==> config.mk <==
export PLATFORM = sky130hd
export DESIGN_NAME = hazard_ctrl_flat
export DESIGN_NICKNAME = d
export VERILOG_FILES = /design/src/rtl/hazard_ctrl_pkg.sv /design/src/rtl/hazard_ctrl_if.sv /design/src/rtl/hazard_ctrl_load_use.sv /design/src/rtl/hazard_ctrl.sv /design/src/flat_wrapper.sv
export SDC_FILE = /design/constraint.sdc
export NUM_CORES = 1
export LEC_CHECK = 0
export CORE_MARGIN = 10
export CORE_UTILIZATION = 49
export CTS_CLUSTER_DIAMETER = 60
export CTS_CLUSTER_SIZE = 24
export DETAILED_ROUTE_END_ITERATION = 12
export GPL_ROUTABILITY_DRIVEN = 0
export PLACE_DENSITY = 0.85
export SLEW_MARGIN = 20
export SYNTH_ARGS = -nofsm -noshare
export SYNTH_HDL_FRONTEND = slang
export SYNTH_SLANG_ARGS = --single-unit
==> constraint.sdc <==
create_clock -name clk -period 3.75 [get_ports clk]
set_input_delay 0.5625 -clock clk [delete_from_list [all_inputs] [get_ports clk]]
set_output_delay 0.5625 -clock clk [all_outputs]
set_load 0.05 [all_outputs]
==> src/rtl/hazard_ctrl_pkg.sv <==
// Shared types and default widths for the pipeline hazard controller.
package pipeline_ctrl_pkg;
  localparam int XLEN  = 32;
  localparam int REG_W = 5;
  localparam int CNT_W = 32;

  typedef enum logic [1:0] {RUN, REDIR_PEND, DISCARD} hz_state_t;
endpackage

==> src/rtl/hazard_ctrl_if.sv <==
// Hazard inputs from the pipeline stages and stall/flush controls back to them.
interface hazard_ctrl_if #(
  parameter int XLEN  = pipeline_ctrl_pkg::XLEN,
  parameter int REG_W = pipeline_ctrl_pkg::REG_W,
  parameter int CNT_W = pipeline_ctrl_pkg::CNT_W
);
  logic [REG_W-1:0] id_rs1;
  logic [REG_W-1:0] id_rs2;
  logic             id_use_rs1;
  logic             id_use_rs2;
  logic [REG_W-1:0] ex_rd;
  logic             ex_mem_read;
  logic             ex_redirect;
  logic [XLEN-1:0]  ex_target;
  logic             imem_busy;
  logic             imem_valid;
  logic             dmem_busy;

  logic             pc_en;
  logic             pc_sel_redirect;
  logic [XLEN-1:0]  redirect_pc;
  logic             if_id_stall;
  logic             if_id_flush;
  logic             id_ex_stall;
  logic             id_ex_flush;
  logic             ex_mem_stall;
  logic             mem_wb_flush;
  logic [CNT_W-1:0] stall_cnt;

  modport master (
    output id_rs1, id_rs2, id_use_rs1, id_use_rs2, ex_rd, ex_mem_read,
           ex_redirect, ex_target, imem_busy, imem_valid, dmem_busy,
    input  pc_en, pc_sel_redirect, redirect_pc, if_id_stall, if_id_flush,
           id_ex_stall, id_ex_flush, ex_mem_stall, mem_wb_flush, stall_cnt
  );

  modport slave (
    input  id_rs1, id_rs2, id_use_rs1, id_use_rs2, ex_rd, ex_mem_read,
           ex_redirect, ex_target, imem_busy, imem_valid, dmem_busy,
    output pc_en, pc_sel_redirect, redirect_pc, if_id_stall, if_id_flush,
           id_ex_stall, id_ex_flush, ex_mem_stall, mem_wb_flush, stall_cnt
  );
endinterface

==> src/rtl/hazard_ctrl_load_use.sv <==
// Combinational load-use detector: ID reads a register that the load in EX will write.
module load_use_detect
  import pipeline_ctrl_pkg::*;
#(
  parameter int REG_W = pipeline_ctrl_pkg::REG_W
) (
  input  logic [REG_W-1:0] rs1,
  input  logic [REG_W-1:0] rs2,
  input  logic             use_rs1,
  input  logic             use_rs2,
  input  logic [REG_W-1:0] ex_rd,
  input  logic             ex_mem_read,
  output logic             load_use
);
  // x0 is never written, so a load targeting it cannot create a hazard
  assign load_use = ex_mem_read && (ex_rd != '0) &&
                    ((use_rs1 && (rs1 == ex_rd)) || (use_rs2 && (rs2 == ex_rd)));
endmodule

==> src/rtl/hazard_ctrl.sv <==
// Stall/flush sequencer: prioritises memory freeze, redirects, load-use and fetch stalls,
// holds redirects that arrive during a freeze and drops the wrong-path fetch beat.
module hazard_ctrl
  import pipeline_ctrl_pkg::*;
#(
  parameter int XLEN  = pipeline_ctrl_pkg::XLEN,
  parameter int REG_W = pipeline_ctrl_pkg::REG_W,
  parameter int CNT_W = pipeline_ctrl_pkg::CNT_W
) (
  input logic          clk,
  input logic          rst,
  hazard_ctrl_if.slave hz
);
  hz_state_t        state, state_nxt;
  logic [XLEN-1:0]  tgt_q, tgt_nxt;
  logic [CNT_W-1:0] cnt_q;
  logic             load_use;

  load_use_detect #(.REG_W(REG_W)) u_load_use (
    .rs1        (hz.id_rs1),
    .rs2        (hz.id_rs2),
    .use_rs1    (hz.id_use_rs1),
    .use_rs2    (hz.id_use_rs2),
    .ex_rd      (hz.ex_rd),
    .ex_mem_read(hz.ex_mem_read),
    .load_use   (load_use)
  );

  always_ff @(posedge clk) begin
    if (rst) begin
      state <= RUN;
      tgt_q <= '0;
      cnt_q <= '0;
    end else begin
      state <= state_nxt;
      tgt_q <= tgt_nxt;
      if (!hz.pc_en && (cnt_q != '1))
        cnt_q <= cnt_q + 1'b1;
    end
  end

  assign hz.stall_cnt = cnt_q;

  always_comb begin
    state_nxt          = state;
    tgt_nxt            = tgt_q;
    hz.pc_en           = 1'b0;
    hz.pc_sel_redirect = 1'b0;
    hz.redirect_pc     = '0;
    hz.if_id_stall     = 1'b0;
    hz.if_id_flush     = 1'b0;
    hz.id_ex_stall     = 1'b0;
    hz.id_ex_flush     = 1'b0;
    hz.ex_mem_stall    = 1'b0;
    hz.mem_wb_flush    = 1'b0;

    if (rst) begin
      hz.if_id_flush = 1'b1;
      hz.id_ex_flush = 1'b1;
    end else if (hz.dmem_busy) begin
      // Freeze is identical in every state; only RUN can capture a new redirect
      hz.if_id_stall  = 1'b1;
      hz.id_ex_stall  = 1'b1;
      hz.ex_mem_stall = 1'b1;
      hz.mem_wb_flush = 1'b1;
      if ((state == RUN) && hz.ex_redirect) begin
        tgt_nxt   = hz.ex_target;
        state_nxt = REDIR_PEND;
      end
    end else begin
      case (state)
        RUN: begin
          if (hz.ex_redirect) begin
            hz.pc_en           = 1'b1;
            hz.pc_sel_redirect = 1'b1;
            hz.redirect_pc     = hz.ex_target;
            hz.if_id_flush     = 1'b1;
            hz.id_ex_flush     = 1'b1;
            state_nxt          = hz.imem_busy ? DISCARD : RUN;
          end else if (load_use) begin
            hz.if_id_stall = 1'b1;
            hz.id_ex_flush = 1'b1;
          end else if (!hz.imem_valid) begin
            hz.if_id_flush = 1'b1;
          end else begin
            hz.pc_en = 1'b1;
          end
        end
        REDIR_PEND: begin
          hz.pc_en           = 1'b1;
          hz.pc_sel_redirect = 1'b1;
          hz.redirect_pc     = tgt_q;
          hz.if_id_flush     = 1'b1;
          hz.id_ex_flush     = 1'b1;
          state_nxt          = hz.imem_busy ? DISCARD : RUN;
        end
        DISCARD: begin
          // The beat returning now belongs to the old path and is dropped
          hz.if_id_flush = 1'b1;
          if (hz.imem_valid)
            state_nxt = RUN;
        end
        default: state_nxt = RUN;
      endcase
    end
  end
endmodule

==> src/flat_wrapper.sv <==
// flat-port wrapper written by rule: the top's interface ports become plain ports
module hazard_ctrl_flat import pipeline_ctrl_pkg::*;
#(
  parameter int XLEN  = pipeline_ctrl_pkg::XLEN,
  parameter int REG_W = pipeline_ctrl_pkg::REG_W,
  parameter int CNT_W = pipeline_ctrl_pkg::CNT_W
)
  (clk, rst, hz_id_rs1, hz_id_rs2, hz_id_use_rs1, hz_id_use_rs2, hz_ex_rd, hz_ex_mem_read, hz_ex_redirect, hz_ex_target, hz_imem_busy, hz_imem_valid, hz_dmem_busy, hz_pc_en, hz_pc_sel_redirect, hz_redirect_pc, hz_if_id_stall, hz_if_id_flush, hz_id_ex_stall, hz_id_ex_flush, hz_ex_mem_stall, hz_mem_wb_flush, hz_stall_cnt);
  hazard_ctrl_if #(.XLEN(XLEN), .REG_W(REG_W), .CNT_W(CNT_W)) hz_i ();
  input logic clk;
  input logic rst;
  input wire logic [$bits(hz_i.id_rs1)-1:0] hz_id_rs1;
  input wire logic [$bits(hz_i.id_rs2)-1:0] hz_id_rs2;
  input wire logic [$bits(hz_i.id_use_rs1)-1:0] hz_id_use_rs1;
  input wire logic [$bits(hz_i.id_use_rs2)-1:0] hz_id_use_rs2;
  input wire logic [$bits(hz_i.ex_rd)-1:0] hz_ex_rd;
  input wire logic [$bits(hz_i.ex_mem_read)-1:0] hz_ex_mem_read;
  input wire logic [$bits(hz_i.ex_redirect)-1:0] hz_ex_redirect;
  input wire logic [$bits(hz_i.ex_target)-1:0] hz_ex_target;
  input wire logic [$bits(hz_i.imem_busy)-1:0] hz_imem_busy;
  input wire logic [$bits(hz_i.imem_valid)-1:0] hz_imem_valid;
  input wire logic [$bits(hz_i.dmem_busy)-1:0] hz_dmem_busy;
  output wire logic [$bits(hz_i.pc_en)-1:0] hz_pc_en;
  output wire logic [$bits(hz_i.pc_sel_redirect)-1:0] hz_pc_sel_redirect;
  output wire logic [$bits(hz_i.redirect_pc)-1:0] hz_redirect_pc;
  output wire logic [$bits(hz_i.if_id_stall)-1:0] hz_if_id_stall;
  output wire logic [$bits(hz_i.if_id_flush)-1:0] hz_if_id_flush;
  output wire logic [$bits(hz_i.id_ex_stall)-1:0] hz_id_ex_stall;
  output wire logic [$bits(hz_i.id_ex_flush)-1:0] hz_id_ex_flush;
  output wire logic [$bits(hz_i.ex_mem_stall)-1:0] hz_ex_mem_stall;
  output wire logic [$bits(hz_i.mem_wb_flush)-1:0] hz_mem_wb_flush;
  output wire logic [$bits(hz_i.stall_cnt)-1:0] hz_stall_cnt;
  assign hz_i.id_rs1 = hz_id_rs1;
  assign hz_i.id_rs2 = hz_id_rs2;
  assign hz_i.id_use_rs1 = hz_id_use_rs1;
  assign hz_i.id_use_rs2 = hz_id_use_rs2;
  assign hz_i.ex_rd = hz_ex_rd;
  assign hz_i.ex_mem_read = hz_ex_mem_read;
  assign hz_i.ex_redirect = hz_ex_redirect;
  assign hz_i.ex_target = hz_ex_target;
  assign hz_i.imem_busy = hz_imem_busy;
  assign hz_i.imem_valid = hz_imem_valid;
  assign hz_i.dmem_busy = hz_dmem_busy;
  assign hz_pc_en = hz_i.pc_en;
  assign hz_pc_sel_redirect = hz_i.pc_sel_redirect;
  assign hz_redirect_pc = hz_i.redirect_pc;
  assign hz_if_id_stall = hz_i.if_id_stall;
  assign hz_if_id_flush = hz_i.if_id_flush;
  assign hz_id_ex_stall = hz_i.id_ex_stall;
  assign hz_id_ex_flush = hz_i.id_ex_flush;
  assign hz_ex_mem_stall = hz_i.ex_mem_stall;
  assign hz_mem_wb_flush = hz_i.mem_wb_flush;
  assign hz_stall_cnt = hz_i.stall_cnt;
  hazard_ctrl #(.XLEN(XLEN), .REG_W(REG_W), .CNT_W(CNT_W)) u_core (.clk(clk), .rst(rst), .hz(hz_i));
endmodule
==> results by group <==
Setup path
  – WP data arrival: 2.86 ns
  – Max stage delay on crit path: 0.81 ns
  – Critical path type: in2out
  – Most frequent CP cell: clkdlybuf4s50_1
  – Worst Path Max Fanout: 4
  – Worst setup EP type: output port
  – CP cell instances: clkdlybuf4s50_1, xnor2_1, nand4_1, o22ai_1, o311a_1, a21oi_1, nor2_1, clkdlybuf4s50_1
  – Worst reg2reg path endpoint: u_core.hz.stall_cnt[25]$_SDFFE_PP0P_
  – R2r setup slk: 0.92 ns
  – WP data required: 3.19 ns
  – Worst r2r src: u_core.state[1]$_SDFFE_PP0P_
  – Path depth of the worst reg2reg path: 9
  – Slowest stage cell, crit path: clkdlybuf4s50_1
  – CP Launch Type: input pin

Synth
  – Mapped Avg Cell Area: 7.505 um2
  – Mapped Area: 3580 um2
  – Synth cell types: 42
  – Synth warn: 0
  – Seq cells post-synth: 66
  – Leading area contributor after synthesis: dfxtp_1
  – Adder-Cell Fraction of Synth Area: 0.01748
  – Gate Count Post-Synth: 477
  – Sequential-to-total area share from yosys stat: 0.3691
  – Complex-gate fraction of the synthesized area: 0.2254
  – Simple-Gate Fraction of Synth Area: 0.2873
  – Synth Area in XOR/XNOR: 0.02936
  – Yosys top cell area share: 0.3691
  – Largest family of logic cells by synthesized area: simple AND/OR/NAND/NOR gates
  – Synth area leaders: dfxtp_1 37%, a21oi_1 8.2%, nand2_1 8.1%
  – Syn Nets: 538
  – Mux contribution to synthesized area: 0.01223

STA
  – Hold Violations, Final: 0
  – Setup WS post-layout: 0.3255 ns
  – Fin Clk Skew: 0.01193 ns
  – Min Clock Period, post-route: 3.425 ns
  – Slew @ Worst Pin: 0.6806 ns
  – Max frequency: 0.2920 GHz
  – Post-route setup TNS: 0 ns
  – RSZ-0062 raised after global routing: no
  – Setup violators final: 0
  – Final Cycle Share: 0.9132
  – Hold WS: 0.4581 ns
  – Max-slew violation count: 0
  – Max transition margin: 0.5463

CTS
  – Clock Path Buffers: 2
  – Later-pin clock latency in the skew report: 0.34 ns
  – CTS resizes: 0
  – Postcts setup bufs: 0
  – H-Tree Depth: 3
  – CTS tree: built
  – Clk slew on worst S/H paths: 0.07 ns
  – Hold_buf cts: 0
  – Root Buffer: clkbuf_8
  – Clk sink count: 66
  – Num CTS Buffers: 9

Run
  – Maximum capacitance violations: 0

Route
  – Total wire length: 11180 um
  – Drt pass-1 iters: 5
  – Iter 0 DRT Violations: 150
  – Wire length per cell: 16.30 um
  – DRC: 0
  – Via count: 3893
  – DRT antenna net count: 0
  – Avg Vias per Cell: 5.675

Power and ir drop
  – Int Pwr: 1153 uW
  – Sequential power share: 0.438
  – Switching Fraction: 0.3285
  – Clock network power share: 0.298
  – Maximum VDD drop: 0.2426 mV
  – Switch Pwr: 563.8 uW
  – Leak pwr: 0.001803 uW
  – Logic pwr share: 0.264
  – Pwr Density: 322.1 nW/um2

Finish
  – Antenna Cells: 0
  – Share of cells above drive strength 1: 0.1124
  – Most frequent cells in the layout: 90 x clkdlybuf4s50_1, 76 x nand2_1, 66 x dfxtp_1, 59 x a21oi_1, 56 x nor2_1
  – Commonest non-fill, non-tap cell in the layout: clkdlybuf4s50_1
  – Area delta synth->final: 48.90%
  – Fin util: 0.7428
  – Finished Layout Cells: 686
  – Multi-input logic area: 2051 um2
  – Register area: 1321 um2
  – Final net count: 644
  – Filler Cells Inserted: 551

Floorplan
  – Starting Density: 0.4989
  – Die Y: 105.5 um
  – Die width: 105.5 um
  – Die area: 11120 um2
  – # rows: 31
  – Core area: 7176 um2
  – IO Count: 128

Global route
  – First-pass GRT wire length: 18490 um
  – Vias in the first global route: 3817
  – Grt ovf: 0
  – Pin count of the biggest net entering global routing: 42
  – All-Layer GR Usage: 0.1948
  – Initial antenna violation count: 0

Placed design
  – Placed Cells: 671
  – Place WS: 0.3317 ns
  – Hpwl dp: 8176 um
  – IO buf count: 127

Status
  – Status: finished clean

Hold path
  – WHS Path Cells: 2
  – Hold path start: u_core.tgt_q[26]$_SDFFE_PP0P_
  – Hold crit path type: reg2reg
  – Endpoint, Worst Hold: u_core.tgt_q[26]$_SDFFE_PP0P_
## layout make-up
| class | instances | share of cell area |
|---|---|---|
| multi-input combinational | 364 | 0.3847 |
| clock buffer | 11 | 0.02465 |
| clock inverter | 4 | 0.005634 |
| inverter | 11 | 0.007746 |
| tap | 99 | 0.02324 |
| sequential | 66 | 0.2479 |
| timing repair buffer | 131 | 0.3061 |
## power by group through the flow
stage,logic [uW],clock network [uW],registers [uW]
after floorplan,253,0,781
after global routing,491,549,756
final,453,511,752
after global placement,444,0,765
after detailed placement,452,0,768
after CTS,455,521,752
## registers in the layout (all words and copies together), names as in the netlist
signal               cells
u_core.hz.stall_cnt     32
u_core.tgt_q            32
u_core.state             2
## worst max-delay path, delay by kind of cell
kind / cells / cell delay (ns)
AO/OA/AOI/OAI: 3 / 0.52
XOR/XNOR: 1 / 0.15
buffers and inverters: 2 / 1.37
AND/OR/NAND/NOR: 2 / 0.26
## stage by stage
step	instance area [um2]	power [uW]
after global routing	5330	1795
after floorplan	3580	1033
after detailed placement	5165	1220
after global placement	5165	1210
after CTS	5326	1727
final	5330	1717
## Yosys cell counts
cell,number
o311ai_0,1
o21ai_0,12
xor2_1,1
o21ai_1,2
a22oi_1,32
mux2_2,3
a31oi_1,2
a21oi_1,59
nand4_1,11
and4_1,2
o311a_1,1
or4b_4,1
nand2_1,77
o221ai_2,1
or3_1,12
xnor2_1,11
o22ai_1,1
buf_8,2
o21a_1,2
nor4_1,3
inv_1,11
a21o_1,1
nand4b_2,1
and3_1,4
nor2_1,56
clkbuf_1,30
buf_4,3
o21ba_2,2
o31ai_1,13
nand4_2,1
ha_1,5
or2_0,2
buf_2,1
and2_1,3
nand3_4,1
nor3_1,4
a2bb2oi_1,1
nand3_1,17
mux2i_1,1
or4_1,13
dfxtp_1,66
nor2b_1,5
## worst max path at each step
stage	from	to	slack [ns]	cells past startpoint
floorplan	u_core.state[1]$_SDFFE_PP0P_	hz_redirect_pc[10]	1.06	8
global placement	hz_ex_rd[4]	hz_if_id_stall	0.40	8
detailed placement	hz_ex_rd[2]	hz_if_id_stall	0.33	8
CTS	hz_ex_rd[2]	hz_if_id_stall	0.33	8
global route	hz_ex_rd[2]	hz_if_id_stall	0.17	8
finish	hz_ex_rd[2]	hz_if_id_stall	0.33	8
## cell families (layout without fill, tap and decap cells)
family / after synthesis / in the layout
compound gates: 130 / 130
xor+xnor: 12 / 12
fa+ha+maj: 5 / 5
buf+inv: 47 / 157
flops: 66 / 66
mux: 4 / 4
simple gates: 213 / 213
## layer usage
metal	track usage	up-vias	routed length, um
li1	-	1909	-
met1	0.2184	1841	4322
met2	0.3204	132	5595
met3	0.08648	11	1087
met4	0.07059	0	178
met5	0	-	0
No activity file was read; power rests on OpenSTA's default activity.
